<file path="src/rtl/mc_controller.sv">
// Multicycle MIPS-style control FSM driving ALU function code, datapath mux selects and write enables.
// Latency: lw 5, sw 4, R-type/addi 4, beq/j 3 cycles; each memory wait cycle adds one.
// Backpressure: FETCH, MEMRD and MEMWR hold while mem_ready is low (ignored when MEM_WAIT_EN=0).
//
// Ports:
//   clk, rst_n          clock, synchronous active-low reset
//   op, funct           instruction fields from the IR (stable from the FETCH edge onward)
//   zero, mem_ready     ALU zero flag, memory access completes this cycle
//   alucontrol          ALU F code (000 AND, 001 OR, 010 ADD, 110 SUB, 111 SLT)
//   alusrca/alusrcb     ALU operand selects
//   iord, irwrite, memwrite, regdst, memtoreg, regwrite, pcsrc, pcen  datapath controls
//   illegal             one-cycle pulse in DECODE on an unsupported op/funct
//   state               current state encoding, for debug
module mc_controller #(
  parameter bit MEM_WAIT_EN = 1'b1
) (
  input  logic       clk,
  input  logic       rst_n,
  input  logic [5:0] op,
  input  logic [5:0] funct,
  input  logic       zero,
  input  logic       mem_ready,
  output logic [2:0] alucontrol,
  output logic       alusrca,
  output logic [1:0] alusrcb,
  output logic       iord,
  output logic       irwrite,
  output logic       memwrite,
  output logic       regdst,
  output logic       memtoreg,
  output logic       regwrite,
  output logic [1:0] pcsrc,
  output logic       pcen,
  output logic       illegal,
  output logic [3:0] state
);

  typedef enum logic [3:0] {
    S_FETCH   = 4'd0,
    S_DECODE  = 4'd1,
    S_MEMADR  = 4'd2,
    S_MEMRD   = 4'd3,
    S_MEMWB   = 4'd4,
    S_MEMWR   = 4'd5,
    S_RTYPEEX = 4'd6,
    S_RTYPEWB = 4'd7,
    S_BEQEX   = 4'd8,
    S_ADDIEX  = 4'd9,
    S_ADDIWB  = 4'd10,
    S_JEX     = 4'd11
  } state_t;

  state_t     r_state;
  state_t     w_next;
  logic       w_rdy;
  logic       w_pcwrite;
  logic       w_branch;
  logic       w_irwrite;
  logic       w_memwrite;
  logic       w_regwrite;
  logic       w_illegal;
  logic       w_funct_ok;
  logic [2:0] w_rtype_f;

  assign w_rdy = MEM_WAIT_EN ? mem_ready : 1'b1;

  always_ff @(posedge clk) begin
    if (!rst_n) r_state <= S_FETCH;
    else        r_state <= w_next;
  end

  // R-type funct decode, shared by DECODE (legality) and RTYPEEX (ALU code)
  always_comb begin
    w_funct_ok = 1'b1;
    w_rtype_f  = 3'b010;
    case (funct)
      6'b100000: w_rtype_f = 3'b010;
      6'b100010: w_rtype_f = 3'b110;
      6'b100100: w_rtype_f = 3'b000;
      6'b100101: w_rtype_f = 3'b001;
      6'b101010: w_rtype_f = 3'b111;
      default:   w_funct_ok = 1'b0;
    endcase
  end

  always_comb begin
    w_next     = S_FETCH;
    alucontrol = 3'b010;
    alusrca    = 1'b0;
    alusrcb    = 2'b00;
    iord       = 1'b0;
    regdst     = 1'b0;
    memtoreg   = 1'b0;
    pcsrc      = 2'b00;
    w_pcwrite  = 1'b0;
    w_branch   = 1'b0;
    w_irwrite  = 1'b0;
    w_memwrite = 1'b0;
    w_regwrite = 1'b0;
    w_illegal  = 1'b0;
    case (r_state)
      S_FETCH: begin
        alusrcb = 2'b01;
        if (w_rdy) begin
          w_irwrite = 1'b1;
          w_pcwrite = 1'b1;
          w_next    = S_DECODE;
        end else begin
          w_next = S_FETCH;
        end
      end
      S_DECODE: begin
        alusrcb = 2'b11;
        case (op)
          6'b100011, 6'b101011: w_next = S_MEMADR;
          6'b000000: begin
            if (w_funct_ok) w_next = S_RTYPEEX;
            else            w_illegal = 1'b1;
          end
          6'b000100: w_next = S_BEQEX;
          6'b001000: w_next = S_ADDIEX;
          6'b000010: w_next = S_JEX;
          default:   w_illegal = 1'b1;
        endcase
      end
      S_MEMADR: begin
        alusrca = 1'b1;
        alusrcb = 2'b10;
        w_next  = (op == 6'b100011) ? S_MEMRD : S_MEMWR;
      end
      S_MEMRD: begin
        iord   = 1'b1;
        w_next = w_rdy ? S_MEMWB : S_MEMRD;
      end
      S_MEMWB: begin
        memtoreg   = 1'b1;
        w_regwrite = 1'b1;
      end
      S_MEMWR: begin
        iord       = 1'b1;
        w_memwrite = 1'b1;
        w_next     = w_rdy ? S_FETCH : S_MEMWR;
      end
      S_RTYPEEX: begin
        alusrca    = 1'b1;
        alucontrol = w_rtype_f;
        w_next     = S_RTYPEWB;
      end
      S_RTYPEWB: begin
        regdst     = 1'b1;
        w_regwrite = 1'b1;
      end
      S_BEQEX: begin
        alusrca    = 1'b1;
        alucontrol = 3'b110;
        pcsrc      = 2'b01;
        w_branch   = 1'b1;
      end
      S_ADDIEX: begin
        alusrca = 1'b1;
        alusrcb = 2'b10;
        w_next  = S_ADDIWB;
      end
      S_ADDIWB: w_regwrite = 1'b1;
      S_JEX: begin
        pcsrc     = 2'b10;
        w_pcwrite = 1'b1;
      end
      // encodings 12-15: fall back to FETCH with every enable low
      default: w_next = S_FETCH;
    endcase
  end

  // enables are squashed combinationally during reset so nothing writes in the reset cycle
  assign irwrite  = w_irwrite  & rst_n;
  assign memwrite = w_memwrite & rst_n;
  assign regwrite = w_regwrite & rst_n;
  assign illegal  = w_illegal  & rst_n;
  assign pcen     = (w_pcwrite | (w_branch & zero)) & rst_n;
  assign state    = r_state;

endmodule

</file>
<file path="config.mk">
export PLATFORM = sky130hd
export DESIGN_NAME = mc_controller
export DESIGN_NICKNAME = d
export VERILOG_FILES = /design/src/rtl/mc_controller.sv
export SDC_FILE = /design/constraint.sdc
export NUM_CORES = 1
export LEC_CHECK = 0
export ABC_AREA = 1
export BUFFER_PORTS_ARGS = -buffer_cell sky130_fd_sc_hd__buf_2
export CAP_MARGIN = 40
export CELL_PAD_IN_SITES_DETAIL_PLACEMENT = 1
export CELL_PAD_IN_SITES_GLOBAL_PLACEMENT = 1
export CORE_ASPECT_RATIO = 1.75
export CORE_UTILIZATION = 25
export DETAILED_ROUTE_END_ITERATION = 12
export PLACE_DENSITY_LB_ADDON = 0.3
export RECOVER_POWER = 25
export SLEW_MARGIN = 20
export SYNTH_ARGS = -nofsm -noshare
export SYNTH_HDL_FRONTEND = slang
export SYNTH_SLANG_ARGS = --single-unit
export TNS_END_PERCENT = 5
</file>
<file path="constraint.sdc">
create_clock -name clk -period 1.2 [get_ports clk]
set_input_delay 0.12 -clock clk [delete_from_list [all_inputs] [get_ports clk]]
set_output_delay 0.12 -clock clk [all_outputs]
set_load 0.1 [all_outputs]
</file>
After elaboration in Yosys (flattened, before gate mapping)
Index checks and enable logic that the tools add are counted.
{"block": "word_totals", "regBits": 4, "inputBits": 16, "out_inout_bits": 20, "wordCells": 63}
{"block": "classes", "eq_ne": 21, "mux": 25, "bitwise": 7, "n_reduce_logical": 9}
{"cell": "$eq 6x6->1 const B", "count": 7}
{"cell": "$pmux 4 s7", "count": 1}
{"cell": "$pmux 4 s5", "count": 1}
{"cell": "$eq 4x3->1 const B", "count": 4}
{"cell": "$eq 4x4->1 const B", "count": 4}
{"cell": "$mux 1", "count": 13}
{"cell": "$mux 3", "count": 4}
{"cell": "$pmux 3 s4", "count": 1}
{"cell": "$reduce_or 5->1", "count": 2}
{"cell": "$eq 4x2->1 const B", "count": 2}
{"cell": "$and 1x1->1", "count": 6}
{"cell": "$eq 6x2->1 const B", "count": 1}
{"cell": "$eq 6x3->1 const B", "count": 1}
{"cell": "$eq 6x4->1 const B", "count": 1}
{"cell": "$logic_not 6->1", "count": 1}
{"cell": "$pmux 2 s3", "count": 1}
{"cell": "$pmux 3 s2", "count": 1}
{"cell": "$reduce_or 2->1", "count": 3}
{"cell": "$eq 4x1->1 const B", "count": 1}
{"cell": "$logic_not 4->1", "count": 1}
{"cell": "$pmux 1 s2", "count": 2}
{"cell": "$pmux 2 s2", "count": 1}
{"cell": "$reduce_or 4->1", "count": 1}
{"cell": "$reduce_or 3->1", "count": 1}
{"cell": "$or 1x1->1", "count": 1}

Logic depth before layout (Yosys ltp)
{"block": "depth", "depth_word": 7, "ltp_mapped": 9, "ltp_nobuf": 9}

Least setup slack after synthesis
Ideal clock, no wire load.
{"block": "synth_path", "kind": "register to output", "start": "reg r_state[0], in the netlist state[0]", "end": "out pcen", "arrival_ns": 4.317, "setup_slack_ns": -3.237, "path_stages_with_launch": 5, "n_path_buf": 0, "path_cell_list": "dfxtp_1 -> nand2_1 -> nor2_1 -> inv_1 -> a31oi_1"}
{"block": "synth_between", "elab_chain_len": 5, "elab_cells_between_ends": 8}
{"element": "start, declared", "line": "53", "source": "state_t r_state;"}
{"element": "start signal, assigned", "line": "69", "source": "else r_state <= w_next;"}
{"element": "$eq 4x4->1", "line": "101", "source": "case (r_state)"}
{"element": "$mux 1", "line": "101"}
{"element": "$and 1x1->1", "line": "179", "source": "assign pcen = (w_pcwrite | (w_branch & zero)) & rst_n;"}
{"element": "$or 1x1->1 *", "line": "179"}
{"element": "$and 1x1->1 *", "line": "179"}
{"element": "end, declared", "line": "33", "source": "output logic pcen,"}
Mark *: on every way between the ends. The rest lies on a longest branch, timed or not.

Final worst setup path
{"block": "layout_path", "start": "reg r_state[2], in the netlist state[2]", "end": "out pcen"}
Same word-level chain as after synthesis.

==> qor.csv <==
metric,value,unit
synth-seq-cells,4,
fin_util,0.674,
r2r_start,state[2]$_SDFF_PN0_,
cp_slowest_stage_delay,0.38,ns
synth_top_area_cell,nand2_1,
worst_setup_path_end_kind,output pin,
numCtsBuffers,3,
wl_met2,2.08,mm
vias,989,
clock-skew-final,0.00244,ns
max_freq,0.663,GHz
ir_worst_vdd,415,µV
wl,3.49,mm
htreeDepth,1,
wire_per_inst,17.6,µm
hold_end,state[1]$_SDFF_PN0_,
grt_max_degree,7,
critPathMostFrequentCell,inv_2,
hold_violations,0,
areaGrowthSynthToFinish,150,%
setup_tns,-4.00,ns
clock-root-buffer,clkbuf_4,
synthCells,115,
syn_nets,131,
reg2reg_depth,9,
first_global_vias,1145,
die_x,38.4,µm
cts_buffer_depth,2,
largest_reg_flops,4,
dp_cells,192,
top_layer,met4,
routed-wl-met3,100,µm
hold-path-cell-count,3,
synth.area.top_cells,"nand2_1 (20%), nor2_1 (16%), dfxtp_1 (14%)",
violations,negative setup slack,
num_antenna_cells,0,
overflow,0,
grtUsageTotal,0.305,
crit_arrival,1.39,ns
crit_buf_inv,3,
avgSynthCellArea,5.04,µm²
crit_chain,inv_2 -> nand2_4 -> nor2_4 -> inv_2 -> a31oi_4 -> buf_12,
r2r-end,state[1]$_SDFF_PN0_,
netlist.area_leader.share,0.201,
nets,192,
path_class,reg2out,
grt_pass1_wl,5.30,mm
drc_errors,0,
drive_above_1_share,0.609,
slowest_stage,dfxtp_4,
fin_crit_sh,1.26,
crit_family,flip-flops,
grt_setup_unrepaired,yes,
vias_per_cell,4.99,
tightest_slew,0.383,ns
hpwlAfterDp,2.64,mm
ioPinCount,36,
coreArea,2150,µm²
detail-route-antenna-nets,0,
postLayoutSetupSlackWorst,-0.309,ns
power,630,µW
rows,22,
status,"finished, violations left",
setup_viol,19,
min_period,1.51,ns
drv_slew,0,
seq_area_frac_synth,0.138,
dr.first_iter.drc_count,18,
reg2reg_slack,-0.16,ns
antenna_found_initial,0,
startpoint_type,flip-flop,
gp_congestion,0.852,
hold_class,in2reg,
worst_slew_margin_rel,0.745,
initial_core_util,0.270,
dr.pass1.iters,4,
synth_area,579,µm²
critPathRequiredTime,1.08,ns
final_cells,198,
ys_types,19,
clkTransAtPathRegs,0.04,ns
cts.sinks,4,
chipHeight,65.7,µm
dieArea,2520,µm²
ys_warn_count,0,
hp-start,rst_n,
cts_tree,done,
leakagePower,0.699,nW
path_max_fanout,5,
maxCapViolCount,0,
powerDensity,435,nW/µm²
clk_latency,0.25,ns
io_buffers,35,
drt-met1-wl,1.16,mm
==> cell families (layout without fill, tap and decap cells) <==
kind of cell,Yosys count,count (layout),synth area share
compound gates,12,12,0.123
buf+inv,23,82,0.149
flops,4,4,0.138
simple gates,76,76,0.590
==> power breakdown <==
group | internal (mW) | total, mW | switching, mW | leakage, nW
registers | 0.129 | 0.137 | 0.00728 | 0.0355
logic | 0.109 | 0.306 | 0.196 | 0.650
clock network | 0.113 | 0.187 | 0.0742 | 0.0138
==> repair_timing <==
item,4_1_cts,5_1_grt
gates resized for setup,17,4
hold buffers,0,0
setup endpoints to repair,19,19
pin swaps,8,4
buffers inserted,3,0
==> cell usage after synthesis (all sizes together) <==
cell type   n
dfxtp       4
nand2      34
inv        23
nand4       1
a21oi       4
nand3       9
a31oi       2
nor3        2
nor2       30
o21ai       5
o22ai       1
==> worst reg2reg max path, stage by stage, from the launching register on <==
cell	delay [ns]
dfxtp_4	0.41
inv_2	0.06
nand2_4	0.12
nor2_1	0.09
nor2_2	0.12
nand2_1	0.08
nor2_1	0.14
nand3_1	0.10
nand2_1	0.08
inv_1	0.04
==> stage by stage <==
stage	setup WS (ns)	cell area, µm²	hold WS [ns]
after global placement	-0.0750	1320	0.373
final	-0.309	1450	0.167
after CTS	-0.287	1430	0.179
after detailed placement	-0.176	1320	0.413
after global routing	-0.353	1450	0.175
after floorplan	-0.893	679	0.217
==> metal layers <==
metal,vias to the layer above,track usage
li1,472,-
met1,465,0.261
met2,37,0.612
met3,15,0.0304
met4,0,0.168
met5,-,0
==> layout by cell type, fill, tap and decap left out, types with 3 or more instances in the layout <==
cell type  netlist  layout
o21ai_2          1       3
dfxtp_4          0       4
nor2_1          25      16
buf_12           0      19
nand2_1         31      25
nand3_2          1       3
buf_2            0      15
inv_1           20      16
nand2_2          2       6
inv_2            3       6
nor2_4           2      12
a21oi_2          1       4
buf_4            0      20
nand3_1          8       5
clkbuf_4         0       3
==> layout make-up <==
cell class              count  area, µm²
flip-flops and latches      4       95.1
multi-input cells          88        582
well taps                  24       30.0
inverters                  23       88.8
clock buffers               3       22.5
fillers                   254        701
repair buffers             56        628
==> how the worst max path moves through the flow <==
stage | startpoint | end | cells past startpoint
after CTS | state[3]$_SDFF_PN0_ | pcen | 4
after floorplan | state[0]$_SDFF_PN0_ | pcen | 5
after global placement | state[2]$_SDFF_PN0_ | pcen | 4
after global routing | state[0]$_SDFF_PN0_ | alucontrol[0] | 6
final | state[2]$_SDFF_PN0_ | pcen | 6
after detailed placement | state[2]$_SDFF_PN0_ | pcen | 4
No activity file was read; power rests on OpenSTA's default activity.
